**src/rtl/fetch_pkg.sv**
```systemverilog
// Shared types and defaults for the instruction fetch unit.
// Consumed by fetch_fifo and fetch_controller (optional macro FETCH_PERF_CNT_EN lives in the top).
package fetch_pkg;

    localparam int unsigned         INSTR_W        = 16;
    localparam int unsigned         FETCH_ADDR_W   = 16;
    localparam logic [15:0]         FETCH_RESET_PC = 16'h0000;

    typedef enum logic [1:0] {
        ST_BOOT = 2'd0,
        ST_RUN  = 2'd1,
        ST_HALT = 2'd2
    } fetch_state_e;

endpackage

```
**src/rtl/fetch_fifo.sv**
```systemverilog
// Synchronous prefetch FIFO holding {pc, instr} pairs with push/pop/flush.
// Head is presented combinationally from storage; occupancy is exported for issue throttling.
module fetch_fifo
    import fetch_pkg::*;
#(
    parameter int unsigned DEPTH  = 2,
    parameter int unsigned ADDR_W = FETCH_ADDR_W
) (
    input  logic                      clk,
    input  logic                      rst,
    input  logic                      i_push,
    input  logic [ADDR_W-1:0]         i_push_pc,
    input  logic [INSTR_W-1:0]        i_push_instr,
    input  logic                      i_pop,
    input  logic                      i_flush,
    output logic [ADDR_W-1:0]         o_head_pc,
    output logic [INSTR_W-1:0]        o_head_instr,
    output logic                      o_empty,
    output logic [$clog2(DEPTH):0]    o_count
);

    localparam int unsigned        PTR_W    = $clog2(DEPTH);
    localparam logic [PTR_W:0]     FULL_CNT = (PTR_W + 1)'(DEPTH);

    logic [ADDR_W-1:0]  r_pc_mem    [DEPTH];
    logic [INSTR_W-1:0] r_instr_mem [DEPTH];
    logic [PTR_W-1:0]   r_wr_ptr;
    logic [PTR_W-1:0]   r_rd_ptr;
    logic [PTR_W:0]     r_count;
    logic               w_push;
    logic               w_pop;

    assign w_pop  = i_pop && (r_count != '0) && !i_flush;
    assign w_push = i_push && !i_flush && ((r_count != FULL_CNT) || w_pop);

    always_ff @(posedge clk) begin
        if (w_push) begin
            r_pc_mem[r_wr_ptr]    <= i_push_pc;
            r_instr_mem[r_wr_ptr] <= i_push_instr;
        end
    end

    always_ff @(posedge clk) begin
        if (rst || i_flush) begin
            r_wr_ptr <= '0;
            r_rd_ptr <= '0;
            r_count  <= '0;
        end else begin
            if (w_push) r_wr_ptr <= r_wr_ptr + 1'b1;
            if (w_pop)  r_rd_ptr <= r_rd_ptr + 1'b1;
            case ({w_push, w_pop})
                2'b10:   r_count <= r_count + 1'b1;
                2'b01:   r_count <= r_count - 1'b1;
                default: r_count <= r_count;
            endcase
        end
    end

    assign o_head_pc    = r_pc_mem[r_rd_ptr];
    assign o_head_instr = r_instr_mem[r_rd_ptr];
    assign o_empty      = (r_count == '0);
    assign o_count      = r_count;

endmodule

```
**src/rtl/fetch_controller.sv**
```systemverilog
// Fetch sequencer: owns the PC, strobes instruction memory, buffers returns, feeds decode.
// Define FETCH_PERF_CNT_EN to add saturating stall/fetch counters (D_StallCount, D_FetchCount).
module fetch_controller
    import fetch_pkg::*;
#(
    parameter int unsigned        ADDR_W     = FETCH_ADDR_W,
    parameter logic [ADDR_W-1:0]  RESET_PC   = FETCH_RESET_PC,
    parameter int unsigned        FIFO_DEPTH = 2
) (
    input  logic                clk,
    input  logic                rst,
    output logic [ADDR_W-1:0]   A_InstrAddress,
    output logic                C_IMRead,
    input  logic [INSTR_W-1:0]  D_Instruction,
    input  logic                C_Redirect,
    input  logic [ADDR_W-1:0]   A_RedirectTarget,
    input  logic                C_Halt,
    output logic [INSTR_W-1:0]  D_IfInstr,
    output logic [ADDR_W-1:0]   A_IfPC,
    output logic                C_IfValid,
    input  logic                C_IdReady,
`ifdef FETCH_PERF_CNT_EN
    output logic [15:0]         D_StallCount,
    output logic [15:0]         D_FetchCount,
`endif
    output logic                C_Idle
);

    localparam int unsigned CNT_W = $clog2(FIFO_DEPTH) + 1;

    fetch_state_e        r_state;
    logic [ADDR_W-1:0]   r_pc;
    logic [ADDR_W-1:0]   r_tag;
    logic                r_inflight;
    logic [ADDR_W-1:0]   r_hold_pc;
    logic [INSTR_W-1:0]  r_hold_instr;

    logic [CNT_W-1:0]    w_count;
    logic [CNT_W:0]      w_occupancy;
    logic                w_empty;
    logic                w_deq;
    logic                w_issue;
    logic                w_push;
    logic [ADDR_W-1:0]   w_head_pc;
    logic [INSTR_W-1:0]  w_head_instr;

    fetch_fifo #(
        .DEPTH  (FIFO_DEPTH),
        .ADDR_W (ADDR_W)
    ) u_fifo (
        .clk          (clk),
        .rst          (rst),
        .i_push       (w_push),
        .i_push_pc    (r_tag),
        .i_push_instr (D_Instruction),
        .i_pop        (w_deq),
        .i_flush      (C_Redirect),
        .o_head_pc    (w_head_pc),
        .o_head_instr (w_head_instr),
        .o_empty      (w_empty),
        .o_count      (w_count)
    );

    assign w_deq  = !w_empty && C_IdReady;
    assign w_push = r_inflight && !C_Redirect;

    // The in-flight word already owns a slot; a same-cycle pop frees one.
    assign w_occupancy = {1'b0, w_count} + {{CNT_W{1'b0}}, r_inflight}
                       - {{CNT_W{1'b0}}, w_deq};
    assign w_issue     = !rst && (r_state == ST_RUN) && !C_Redirect && !C_Halt
                       && (w_occupancy < (CNT_W + 1)'(FIFO_DEPTH));

    always_ff @(posedge clk) begin
        if (rst) begin
            r_state      <= ST_BOOT;
            r_pc         <= RESET_PC;
            r_tag        <= '0;
            r_inflight   <= 1'b0;
            r_hold_pc    <= '0;
            r_hold_instr <= '0;
        end else begin
            r_inflight <= w_issue;
            if (C_Redirect) begin
                r_pc <= A_RedirectTarget;
            end else if (w_issue) begin
                r_tag <= r_pc;
                r_pc  <= r_pc + 1'b1;
            end
            if (!w_empty) begin
                r_hold_pc    <= w_head_pc;
                r_hold_instr <= w_head_instr;
            end
            case (r_state)
                ST_BOOT: r_state <= ST_RUN;
                ST_RUN:  if (C_Halt)  r_state <= ST_HALT;
                ST_HALT: if (!C_Halt) r_state <= ST_RUN;
                default: r_state <= ST_BOOT;
            endcase
        end
    end

    assign A_InstrAddress = r_pc;
    assign C_IMRead       = w_issue;
    assign C_IfValid      = !w_empty;
    assign D_IfInstr      = w_empty ? r_hold_instr : w_head_instr;
    assign A_IfPC         = w_empty ? r_hold_pc    : w_head_pc;
    assign C_Idle         = (r_state == ST_HALT) && w_empty && !r_inflight;

`ifdef FETCH_PERF_CNT_EN
    logic [15:0] r_stall_cnt;
    logic [15:0] r_fetch_cnt;

    always_ff @(posedge clk) begin
        if (rst) begin
            r_stall_cnt <= '0;
            r_fetch_cnt <= '0;
        end else begin
            if (C_IfValid && !C_IdReady && (r_stall_cnt != '1)) r_stall_cnt <= r_stall_cnt + 1'b1;
            if (w_issue && (r_fetch_cnt != '1))                 r_fetch_cnt <= r_fetch_cnt + 1'b1;
        end
    end

    assign D_StallCount = r_stall_cnt;
    assign D_FetchCount = r_fetch_cnt;
`endif

endmodule
```
**config.mk**
```make
export PLATFORM = sky130hd
export DESIGN_NAME = fetch_controller
export DESIGN_NICKNAME = d
export VERILOG_FILES = /design/src/rtl/fetch_pkg.sv /design/src/rtl/fetch_fifo.sv /design/src/rtl/fetch_controller.sv
export SDC_FILE = /design/constraint.sdc
export NUM_CORES = 1
export LEC_CHECK = 0
export ABC_CLOCK_PERIOD_IN_PS = 4200
export BUFFER_PORTS_ARGS = -buffer_cell sky130_fd_sc_hd__buf_2
export CORE_ASPECT_RATIO = 2
export CORE_MARGIN = 5
export CORE_UTILIZATION = 38
export CTS_BUF_LIST = sky130_fd_sc_hd__clkbuf_4 sky130_fd_sc_hd__clkbuf_8
export CTS_CLUSTER_SIZE = 20
export DETAILED_ROUTE_END_ITERATION = 7
export PLACE_DENSITY = 0.65
export SKIP_LAST_GASP = 1
export SYNTH_ARGS = -nofsm -noshare
export SYNTH_HDL_FRONTEND = slang
export SYNTH_SLANG_ARGS = --single-unit
```
**constraint.sdc**
```tcl
create_clock -name clk -period 4.2 [get_ports clk]
set_input_delay 0.42 -clock clk [delete_from_list [all_inputs] [get_ports clk]]
set_output_delay 0.42 -clock clk [all_outputs]
set_load 0.02 [all_outputs]
```
# Word level (Yosys, flattened, before mapping)
# Memories as Yosys holds them, arrays and structs flattened. A register that Yosys moved wholly into a read port is not among the register bits.
# Index checks and enable logic that the tools add are counted.
[word_totals]
ff_bits = 71
mem_bits_rw = 64
input_bits = 37
output_inout_bits = 51
word_cells = 67
mem_count = 2
[mem_list]
columns = ["name", "words", "word_bits", "read_ports", "rd_clocked_by_memory_dff", "wr", "line_no", "source"]
rows = [
  ["u_fifo.r_instr_mem", 2, 16, 1, 1, 1, "fetch_fifo.sv:26", "logic [INSTR_W-1:0] r_instr_mem [DEPTH];"],
  ["u_fifo.r_pc_mem", 2, 16, 1, 1, 1, "fetch_fifo.sv:25", "logic [ADDR_W-1:0] r_pc_mem [DEPTH];"],
]
[classes]
add_sub_neg = 7
n_lt_le_gt_ge = 1
n_eq_ne = 7
mux = 14
bitwise_logic = 1
n_reduce_logical = 26
[ops]
columns = ["cell", "count"]
rows = [
  ["$mux W16", 4],
  ["$add A16 B1 Y16 const B", 1],
  ["$logic_and A1 B1 Y1", 12],
  ["$mux W1", 6],
  ["$ne A2 B2 Y1 const B", 3],
  ["$pmux W2 S3", 1],
  ["$reduce_bool A2 Y1", 3],
  ["$logic_not A1 Y1", 5],
  ["$eq A2 B1 Y1 const B", 2],
  ["$eq A2 B2 Y1 const B", 2],
  ["$logic_not A2 Y1", 2],
  ["$mux W2", 2],
  ["$pmux W2 S2", 1],
  ["$reduce_and A2 Y1", 2],
  ["$add A2 B1 Y3", 1],
  ["$lt A3 B2 Y1 const B", 1],
  ["$sub A3 B1 Y3", 1],
  ["$add A1 B1 Y1 const B", 2],
  ["$add A2 B1 Y2 const B", 1],
  ["$logic_or A1 B1 Y1", 2],
  ["$sub A2 B1 Y2 const B", 1],
  ["$not A1 Y1", 1],
]

# Logic depth before layout (Yosys ltp)
[depth]
ltp_word = 9
ltp_mapped = 15

# Modules after synthesis
# A second synthesis with hierarchy kept.
[hier_totals]
hier_cells = 444
hier_area_um2 = 5529.1
[by_module_without_submodules]
columns = ["mod", "instances", "cells_each", "area_per_inst_um2", "seq_area_each_um2"]
rows = [
  ["fetch_controller", 1, 311, 2931.6, 1341.3],
  ["fetch_fifo", 1, 133, 2597.5, 2021.9],
]

# Least setup slack after synthesis
# No wires, ideal clock.
[synth_timing]
path_type = "input-to-reg"
start = "in C_Redirect"
end = "mem u_fifo.r_instr_mem[0][0] (enable)"
setup_ps = 502
arrival_time_ps = 3991
setup_slack_ps = -293
stages = 3
path_cell_list = "clkbuf_1 -> buf_1 -> nor4_1"
[synth_between]
elab_chain_len = 6
[synth_rtl]
columns = ["element", "line_no", "source"]
rows = [
  ["from (decl)", "fetch_controller.sv:15", "input logic C_Redirect,"],
  ["$logic_not A1 Y1 *", "fetch_fifo.sv:33, fetch_fifo.sv:34, fetch_controller.sv:65", ""],
  ["$logic_and A1 B1 Y1 (on tied branches)", "fetch_controller.sv:65, fetch_fifo.sv:33", ""],
  ["$logic_and A1 B1 Y1 or $logic_or A1 B1 Y1 (tied branches)", "fetch_fifo.sv:34", "assign w_push = i_push && !i_flush && ((r_count != FULL_CNT) || w_pop);"],
  ["$logic_and A1 B1 Y1 *", "fetch_fifo.sv:34", ""],
  ["$mux W1 *", "fetch_fifo.sv:37", "if (w_push) begin"],
  ["$mux W1 (implied by the code) *", "fetch_fifo.sv:39", "r_instr_mem[r_wr_ptr] <= i_push_instr;"],
  ["to (decl)", "fetch_fifo.sv:26", ""],
]
# Every way passes the cells marked *; elsewhere a longest branch is shown, timed or not.

# Final worst setup path
[layout_timing]
start = "reg u_fifo.r_count[1], in the netlist u_fifo.o_count[1]"
end = "out C_IMRead"
[layout_between]
elab_chain_len = 6
[layout_rtl]
columns = ["element", "line_no", "source"]
rows = [
  ["from (decl)", "fetch_fifo.sv:29", "logic [PTR_W:0] r_count;"],
  ["from (signal assigned)", "fetch_fifo.sv:52", "2'b10: r_count <= r_count + 1'b1;"],
  ["from (signal assigned)", "fetch_fifo.sv:53", "2'b01: r_count <= r_count - 1'b1;"],
  ["from (signal assigned)", "fetch_fifo.sv:54", "default: r_count <= r_count;"],
  ["parallel branches: the longest is 3 deep, another holds $add A2 B1 Y3", "--", ""],
  ["$sub A3 B1 Y3 *", "fetch_controller.sv:69", "- {{CNT_W{1'b0}}, w_deq};"],
  ["$lt A3 B2 Y1 *", "fetch_controller.sv:71", "&& (w_occupancy < (CNT_W + 1)'(FIFO_DEPTH));"],
  ["$logic_and A1 B1 Y1 *", "fetch_controller.sv:71", ""],
  ["to (decl)", "fetch_controller.sv:13", "output logic C_IMRead,"],
]
# Every way passes the cells marked *.

==> impl_metrics.env <==
export IMPL_setup_violations=0
export IMPL_crit_path_max_fanout=38
export IMPL_portBuffers=87
export IMPL_hold_path_class="in -> reg"
export IMPL_syn_area_um2=5345
export IMPL_regArea_um2=3364
export IMPL_place_congestion=0.7865
export IMPL_drt_antenna_violating_nets=0
export IMPL_use_met2_pct=26.40
export IMPL_die_w_um=93.87
export IMPL_clkTransAtPathRegs_ns=0.08
export IMPL_power_density_nw_per_um2=420.5
export IMPL_synth_nets=514
export IMPL_synth_xor_area_share_pct=0.8193
export IMPL_drt_pre_antenna_iters=4
export IMPL_ir_drop_uv=179.9
export IMPL_dieArea_um2=16680
export IMPL_critical_path_buf_inv_count=3
export IMPL_crit_required_ns=3.78
export IMPL_layout_common_cells="buf_2 (87), nand2_1 (77), dfxtp_1 (71), edfxtp_1 (64), mux2i_1 (34)"
export IMPL_worst_slew_pin_slew_ns=1.062
export IMPL_grt_pass1_wl_mm=18.93
export IMPL_status="finished clean"
export IMPL_critPathMaxStageDelay_ns=0.57
export IMPL_cts_resized=0
export IMPL_synthDistinctLibCells=48
export IMPL_core_um2=13890
export IMPL_die_height_um=177.7
export IMPL_slew_headroom_pct=29.22
export IMPL_synth_area_mux_share_pct=6.367
export IMPL_diodes=0
export IMPL_cts_buffers=17
export IMPL_grt_pass1_vias=3862
export IMPL_cts_sinks=136
export IMPL_crit_chain="nor2_4, inv_1, and2_1, ha_1, nand2b_1, fa_1, nand4bb_1, or3_4, inv_1, buf_2"
export IMPL_yosysWarnings=0
export IMPL_dr_total_vias=3821
export IMPL_grtUsageMet1_pct=15.30
export IMPL_drt_iter0_drc=177
export IMPL_synthSimpleGateAreaFrac_pct=16.15
export IMPL_holdWs_ns=0.1770
export IMPL_critical_path_arrival_ns=3.44
export IMPL_drc=0
export IMPL_synth_compound_area_share_pct=9.925
export IMPL_synth_edf_count=64
export IMPL_grt_busiest_layer="met2"
export IMPL_clock_fmax_mhz=258.8
export IMPL_cts_tree="done"
export IMPL_grt_ovfl_total=0
export IMPL_synth_cells=474
export IMPL_grtUsageMet3_pct=4.200
export IMPL_critPathLaunch="u_fifo.o_count[1]"
export IMPL_rsz0062_at_grt="no"
export IMPL_io_pins=88
export IMPL_syn_area_per_cell_um2=11.28
export IMPL_multi_input_area_um2=1846
export IMPL_drv_slew=0
export IMPL_period_share_pct=92.01
export IMPL_crit_slowest_cell="dfxtp_1"
export IMPL_critical_path_top_delay_family="simple AND/OR/NAND/NOR gates"
export IMPL_grt_start_max_net_pins=77
export IMPL_avgViaCountPerCell=5.054
export IMPL_yosys_top_cells_area="edfxtp_1 (36%), dfxtp_1 (27%), mux2i_1 (6.4%), nand2_1 (5.4%), nor2b_1 (3.7%)"
export IMPL_cts_buffer_depth=2
export IMPL_area_growth_pct=19.24
export IMPL_holdCritStartpoint="D_Instruction[7]"
export IMPL_post_route_util_pct=45.88
export IMPL_hold_viol=0
export IMPL_ys_seq_elements=136
export IMPL_clock_root_buffer="clkbuf_8"
export IMPL_criticalPathCategory="reg -> out"
export IMPL_max_cap_violations=0
export IMPL_yosys_area_top_type_share_pct=35.96
export IMPL_cp_end_kind="primary output"
export IMPL_cts_hold_fix_buffers=0
export IMPL_synth_top_family_by_area="simple AND/OR/NAND/NOR gates"
export IMPL_antenna_found_initial=0
export IMPL_num_rows=61
export IMPL_ctsHtreeMaxLevel=4
export IMPL_synth_seq_area_share_pct=62.92
export IMPL_post_drt_wl_per_cell_um=15.72
export IMPL_dp_hpwl_mm=7.930
export IMPL_grt_usage_pct=14.75
export IMPL_skew_ns=0.01863
export IMPL_drive_above_1_share_pct=22.75
export IMPL_insertion_delay_ns=0.43
export IMPL_critPathLaunchType="flop"
export IMPL_initial_core_util_pct=38.48
export IMPL_synthAdderAreaFrac_pct=0.8427
export IMPL_nFillCells=1340
export IMPL_finalSetupTns_ns=0
export IMPL_power_leakage_uw=0.002271
export IMPL_async_reset_ff_share_pct=0
export IMPL_r2r_start="u_fifo.o_count[1]"
export IMPL_routed_wl_mm=11.88
export IMPL_final_common_cell="buf_2"
export IMPL_ys_flop_type="dfxtp_1"
export IMPL_period_needed_ns=3.865
export IMPL_nNetsFinal=594
export IMPL_post_cts_buffers=0
export IMPL_critPathMostFrequentCell="inv_1"
export IMPL_synth_top_cell_by_area="edfxtp_1"
==> registers in the layout, indices dropped and copies added (netlist names), named ones only <==
register and flops:
r_hold_pc 16, u_fifo.r_pc_mem 32, r_inflight 1, r_state 2
r_hold_instr 16, u_fifo.r_instr_mem 32, A_InstrAddress 16, u_fifo.r_wr_ptr 1
u_fifo.o_count 2, u_fifo.r_rd_ptr 1, r_tag 16
==> metrics by stage <==
| stage | power (µW) | worst slack, ns | instances | instance area, µm² |
|---|---|---|---|---|
| detailed placement | 1574 | 0.6902 | 724 | 5949 |
| floorplan | 1518 | 0.5954 | 474 | 5351 |
| global route | 2786 | 0.1026 | 756 | 6374 |
| CTS | 2710 | 0.3168 | 756 | 6374 |
| finish | 2680 | 0.3354 | 756 | 6374 |
| global placement | 1569 | 0.8507 | 724 | 5949 |
==> worst register-to-register path, stage by stage (launching register included) <==
cell       delay [ns]
dfxtp_1          0.57
nor2_4           0.05
inv_1            0.09
and2_1           0.16
ha_1             0.23
nand2b_1         0.15
fa_1             0.48
nand4bb_1        0.15
or3_4            0.53
inv_1            0.35
buf_4            0.29
a221oi_1         0.11
a311oi_1         0.29
==> synth_stat cells, drive strengths merged (3+ instances only) <==
cell type and number:
nand4 6, a21oi 23, nor2 9, or4 9, clkbuf 23, edfxtp 64, a31oi 8, buf 8
xnor2 3, nor2b 32, o21ai 33, and2 5, o311ai 3, nand3 7, o221ai 3, a311oi 4
nor3 4, nor4 3, inv 8, dfxtp 72, mux2i 34, nand2 77, nand2b 5
==> kinds of logic after synthesis <==
group                    count (synthesis)
AO/OA/AOI/OAI                           88
XOR/XNOR                                 5
adder cells (fa/ha/maj)                  3
buffers and inverters                   39
flip-flops                             136
multiplexers                            34
AND/OR/NAND/NOR                        169
==> metal layers <==
layer / vias up / part of all wire, %
met5: - / 0
met3: 16 / 4.2
met4: 0 / 2.2
met1: 1827 / 38
met2: 106 / 55
li1: 1872 / -
==> final timing paths <==
path | endpoint | slack, ns | depth (start not counted)
worst min-delay path | u_fifo.r_instr_mem[0][7] | 0.18 | 1
worst min register to register | u_fifo.r_pc_mem[1][9] | 0.45 | 0
worst max register to register | A_InstrAddress[4] | 0.65 | 12
worst max-delay path | C_IMRead | 0.34 | 10
==> power breakdown <==
group          switching [µW]  leakage [µW]  internal (µW)
Sequential               23.1       0.00113           1400
Combinational            75.9      0.000927           45.6
Clock                     536      0.000209            601
Total                     635       0.00227           2040
==> final cells by class <==
type                    count  share of cell area [%]
repair buffers             92                   7.421
inverters                   8                  0.4711
clock inverters            15                   2.984
clock buffers              17                   3.671
flip-flops and latches    136                   52.79
multi-input cells         299                   28.96
well taps                 189                   3.710
(Power assumes the default switching activity.)
